File: src/rtl/nic8_ctrl_pkg.sv
// nic8_ctrl_pkg: shared state encoding and field indices for the nic8 sequenced controller
package nic8_ctrl_pkg;
  typedef enum logic [1:0] {FETCH, EXEC, HALT} state_t;
  localparam int SRC_ROM = 0, SRC_RAM = 1, SRC_A = 2, SRC_X = 3, SRC_E = 4;
  localparam int DST_IR = 0, DST_PC = 1, DST_A = 2, DST_B = 3, DST_X = 4, DST_MEM = 5, DST_Q = 6;
  localparam int COND_Z = 0, COND_C = 1;
endpackage

File: src/rtl/ctrl_decode.sv
// ctrl_decode: combinational split of the instruction register into selects, dest strobes and jump condition
module ctrl_decode
  import nic8_ctrl_pkg::*;
#(
  parameter int IR_W = 8,
  parameter int SRC_W = 3,
  parameter int DST_W = 3,
  localparam int NSRC = 2 ** SRC_W,
  localparam int NDST = 2 ** DST_W
) (
  input  logic [IR_W-1:0] ir,
  input  logic            flag_zero,
  input  logic            flag_carry,
  output logic [NSRC-1:0] src_sel,
  output logic [NDST-1:0] dst_oh,
  output logic            mem,
  output logic            hlt,
  output logic            alu_to_a,
  output logic            sub,
  output logic            jc
);
  localparam int FW = 2 + SRC_W + DST_W;
  logic [1:0] cond;
  logic [SRC_W-1:0] src;
  logic [DST_W-1:0] dst;
  logic [NSRC-1:0] src_oh, sel_mask;
  always_comb begin
    {cond, src, dst} = ir[IR_W-1 -: FW];
    src_oh = NSRC'(1) << src;
    dst_oh = NDST'(1) << dst;
    sel_mask = '0;
    sel_mask[SRC_E:SRC_ROM] = '1;
    src_sel = ~(src_oh & sel_mask);
    mem = src_oh[SRC_RAM] | dst_oh[DST_MEM];
    hlt = &{src, dst};
    alu_to_a = src_oh[SRC_E] & dst_oh[DST_A];
    sub = cond[COND_Z];
    jc = (cond[COND_C] & flag_carry) | (cond[COND_Z] & flag_zero) | (&cond);
  end
  if (IR_W > FW) begin : g_lo
    logic unused_lo;
    assign unused_lo = ^ir[IR_W-FW-1:0];
  end
endmodule

File: src/rtl/control_seq.sv
// control_seq: FETCH/EXEC/HALT sequencer owning the instruction register and latched ALU flags
module control_seq
  import nic8_ctrl_pkg::*;
#(
  parameter int IR_W = 8,
  parameter int SRC_W = 3,
  parameter int DST_W = 3,
  localparam int NSRC = 2 ** SRC_W,
  localparam int NDST = 2 ** DST_W
) (
  input  logic            clk,
  input  logic            reset,
  input  logic [IR_W-1:0] irIn,
  input  logic            memReady,
  input  logic            aluZero,
  input  logic            aluCarry,
  output logic [IR_W-1:0] ir,
  output logic [NSRC-1:0] assertBar,
  output logic [NDST-1:0] loadEn,
  output logic            storeMem,
  output logic            pcInc,
  output logic            doSubtract,
  output logic            doJump,
  output logic            flagZero,
  output logic            flagCarry,
  output logic            halted
);
  state_t state_q, state_d;
  logic [IR_W-1:0] ir_q, ir_d;
  logic zf_q, zf_d, cf_q, cf_d;
  logic [NSRC-1:0] src_sel;
  logic [NDST-1:0] dst_oh, ld_mask;
  logic mem, hlt, alu_to_a, sub, jc, in_fetch, in_exec, done, go;
  ctrl_decode #(.IR_W(IR_W), .SRC_W(SRC_W), .DST_W(DST_W)) u_dec (
    .ir(ir_q), .flag_zero(zf_q), .flag_carry(cf_q), .src_sel(src_sel), .dst_oh(dst_oh),
    .mem(mem), .hlt(hlt), .alu_to_a(alu_to_a), .sub(sub), .jc(jc)
  );
  // strobes are gated by reset so nothing fires in the cycle a reset lands
  always_comb begin
    in_fetch = state_q == FETCH;
    in_exec = state_q == EXEC;
    done = in_exec & (memReady | ~mem);
    go = done & ~reset;
    state_d = state_q == HALT ? HALT : in_fetch ? (memReady ? EXEC : FETCH) : done ? (hlt ? HALT : FETCH) : EXEC;
    ir_d = in_fetch & memReady ? irIn : ir_q;
    zf_d = done & alu_to_a ? aluZero : zf_q;
    cf_d = done & alu_to_a ? aluCarry : cf_q;
    ld_mask = '0;
    ld_mask[DST_A] = 1'b1;
    ld_mask[DST_B] = 1'b1;
    ld_mask[DST_X] = 1'b1;
    ld_mask[DST_Q] = 1'b1;
    assertBar = in_fetch ? ~NSRC'(1) : in_exec ? src_sel : '1;
    doJump = go & dst_oh[DST_PC] & jc;
    loadEn = ({NDST{go}} & dst_oh & ld_mask) | (NDST'(doJump) << DST_PC);
    storeMem = in_exec & dst_oh[DST_MEM] & ~reset;
    pcInc = in_fetch & memReady & ~reset;
    halted = state_q == HALT;
    ir = ir_q;
    doSubtract = sub;
    flagZero = zf_q;
    flagCarry = cf_q;
  end
  always_ff @(posedge clk) begin
    if (reset) begin
      state_q <= FETCH;
      ir_q <= '0;
      zf_q <= 1'b0;
      cf_q <= 1'b0;
    end else begin
      state_q <= state_d;
      ir_q <= ir_d;
      zf_q <= zf_d;
      cf_q <= cf_d;
    end
  end
endmodule

File: config.mk
export PLATFORM = sky130hd
export DESIGN_NAME = control_seq
export DESIGN_NICKNAME = d
export VERILOG_FILES = /design/src/rtl/nic8_ctrl_pkg.sv /design/src/rtl/ctrl_decode.sv /design/src/rtl/control_seq.sv
export SDC_FILE = /design/constraint.sdc
export NUM_CORES = 1
export LEC_CHECK = 0
export CAP_MARGIN = 20
export CORE_UTILIZATION = 41
export DETAILED_ROUTE_END_ITERATION = 6
export PLACE_DENSITY = 0.84
export SYNTH_ARGS = -nofsm -noshare
export SYNTH_HDL_FRONTEND = slang
export SYNTH_HIERARCHICAL = 1
export SYNTH_SLANG_ARGS = --single-unit
File: constraint.sdc
create_clock -name clk -period 2.9 [get_ports clk]
set_input_delay 0.29 -clock clk [delete_from_list [all_inputs] [get_ports clk]]
set_output_delay 0.29 -clock clk [all_outputs]
set_load 0.005 [all_outputs]
==> reports/metrics.csv, run 1 <==
stage;metric;value;unit
global_route;vias in the first global route;627;
floorplanning;Core Footprint;1802;um2
global_route;initial antenna violation count;0;
setup_path;RR Startpoint;ir[1];
setup_path;CP endpoint kind;primary output;
floorplanning;std cell rows;15;
placed_design;IO buf count;37;
pwr;Pint;0.2780;mW
routing;Final ANT Viol Nets;0;
floorplanning;die height;46.74;um
cts;clock latency on the worst-skew pair;270;ps
setup_path;crit-path max FO;9;
placed_design;Detailed Place HPWL;1401;um
global_route;largest net degree at the start of global routing;17;
timing;Final period util;0.8763;
pwr;Sw Pwr;0.09334;mW
cts;CTS tree;done;
hold_path;Hold Startpoint;flagCarry;
placed_design;RD Place Congestion;0.7140;
cts;hold_buf cts;0;
timing;setup TNS;0;ps
timing;final setup violation count;0;
synthesis;yosys warns;6;
pwr;PwrDens;308.5;nW/um2
setup_path;critical path class;reg2out;
timing;Clock Skews;0.5349;ps
synthesis;Syn Area/Cell;8.732;um2
timing;fin worst setup slack;358.8;ps
setup_path;FF-to-FF setup slack;1310;ps
global_route;first-pass GRT wire length;2601;um
setup_path;Worst R2R Path Depth;5;
synthesis;post-synthesis cell count;94;
pwr;clock share of power;0.262;
cts;clock sinks;12;
cts;maximum clock path buffer count;2;
floorplanning;Die Area;2185;um2
routing;Detailed Route Iter0 Violations;14;
cts;total CTS buffers;3;
final_layout;share of cells above drive strength 1;0.1385;
routing;Pre-Repair DR Iteration Count;4;
routing;routed vias/inst;4.697;
pwr;sequential share of power;0.503;
timing;Pins Over Slew Limit;0;
pwr;P_leak;0.5005;nW
pwr;Comb pwr share;0.235;
cts;setup bufs post-CTS;0;
timing;unrepaired setup endpoints after global routing;false;
routing;wirelength, routed;1813;um
hold_path;worst hold path type;reg2reg;
cts;clk slew on worst S/H paths;60;ps
cts;H-tree levels;1;
floorplanning;# IOs;44;
pwr;Switching Fraction;0.2513;
placed_design;pre-CTS WS;634.4;ps
global_route;All-Layer GR Usage;0.1708;
timing;Max Clock Freq;393.5;MHz
cts;Root Buffer;clkbuf_4;
final_layout;diode count;0;
routing;DRC Markers;0;
outcome;status;finished, final reports clean;
setup_path;critical path arrival;2250;ps
floorplanning;Starting Density;0.4556;
synthesis;mapped cell area;820.8;um2
routing;via count;728;
floorplanning;die width;46.74;um
global_route;grt total ovfl;0;
final_layout;Area Overhead vs Synth;46.65;%
setup_path;CP startpoint kind;register;
setup_path;Reg2Reg Capture Point;flagCarry;
final_layout;# nets final;145;
setup_path;Worst Path Required;2610;ps
cts;Post-CTS Resized;0;
timing;final hold violations;0;
timing;minimum clock period;2541;ps
routing;routed len/inst;11.70;um
pwr;Max VDD drop;0.3009;mV
setup_path;crit path capture;doJump;
job;max_cap viols;0;
setup_path;Worst Setup SP;ir[1];
==> worst max-delay path, stage by stage, from the launching register on <==
cell	delay (ps)
dfxtp_1	470
and3b_1	230
nand2b_1	130
and2b_1	200
nor3b_4	240
and3_1	200
clkdlybuf4s50_1	500
==> metal layers <==
metal / global-route usage / part of all wire / vias to the layer above
li1: - / - / 377
met1: 0.1769 / 0.42 / 320
met2: 0.3139 / 0.50 / 29
met3: 0.07692 / 0.077 / 2
met4: 0.04000 / 0.0094 / 0
met5: 0 / 0 / -
==> area by class of cell <==
class | instances | area, um2
tap | 25 | 31.28
fill | 158 | 598.1
sequential | 12 | 240.2
multi-input combinational | 76 | 524.3
clock buffer | 3 | 22.52
timing repair buffer | 39 | 385.4
==> flip-flops by register name, summed over array words and instances, names as in the netlist, named ones only <==
| signal | flops |
|---|---|
| flagZero | 1 |
| flagCarry | 1 |
| ir | 8 |
| state_q | 1 |
==> per-stage QoR <==
stage	cells	hold slack (ps)	power, mW	util	instance area, um2
2_1_floorplan	98	437.2	0.2366	-	835.8
3_3_place_gp	152	481.2	0.2749	0.6556	1181
3_5_place_dp	152	486.4	0.2772	0.6556	1181
5_1_grt	155	513.7	0.3925	0.6681	1204
4_1_cts	155	495.6	0.3749	0.6681	1204
6_report	155	494.0	0.3714	0.6681	1204
==> layout by cell type (no fill, tap or decap), drive strengths merged, types with 2 or more instances in the layout <==
| cell type | n |
|---|---|
| a21oi | 2 |
| and2 | 4 |
| and2b | 2 |
| and3 | 3 |
| and3b | 4 |
| buf | 2 |
| clkbuf | 3 |
| clkdlybuf4s50 | 37 |
| conb | 6 |
| dfxtp | 12 |
| mux2i | 10 |
| nand2 | 4 |
| nand2b | 5 |
| nor2 | 14 |
| nor3b | 5 |
| or2b | 7 |
| or3b | 2 |
==> worst min-delay path by stage <==
stage | cells past startpoint | slack (ps) | to
5_1_grt | 2 | 510 | flagCarry
3_5_place_dp | 2 | 490 | flagCarry
4_1_cts | 2 | 500 | flagCarry
2_1_floorplan | 2 | 440 | ir[0]
6_report | 2 | 490 | flagCarry
3_3_place_gp | 2 | 480 | flagCarry
==> power by group through the flow <==
stage,registers [mW],clock network (mW),logic [mW]
global placement,0.189,0,0.0855
global route,0.188,0.109,0.0951
CTS,0.186,0.101,0.0879
floorplan,0.188,0,0.0487
detailed placement,0.190,0,0.0873
finish,0.187,0.0974,0.0872
Note: power is estimated with default switching activity, not from simulation.
==> inputs of run 2 (changes only) <==
--- a/config.mk
+++ b/config.mk
@@ -8,6 +8,7 @@
 export CAP_MARGIN = 20
 export CORE_UTILIZATION = 41
 export DETAILED_ROUTE_END_ITERATION = 6
+export MAX_ROUTING_LAYER = met4
 export PLACE_DENSITY = 0.84
 export SYNTH_ARGS = -nofsm -noshare
 export SYNTH_HDL_FRONTEND = slang
==> results of run 2 <==
Final layout, timing and power as in run 1 (identical DEF).
Main changes from that run: final weighted congestion in routability-driven placement 0.7140 -> 0.7223; overall routing resource usage 0.1708 -> 0.1764
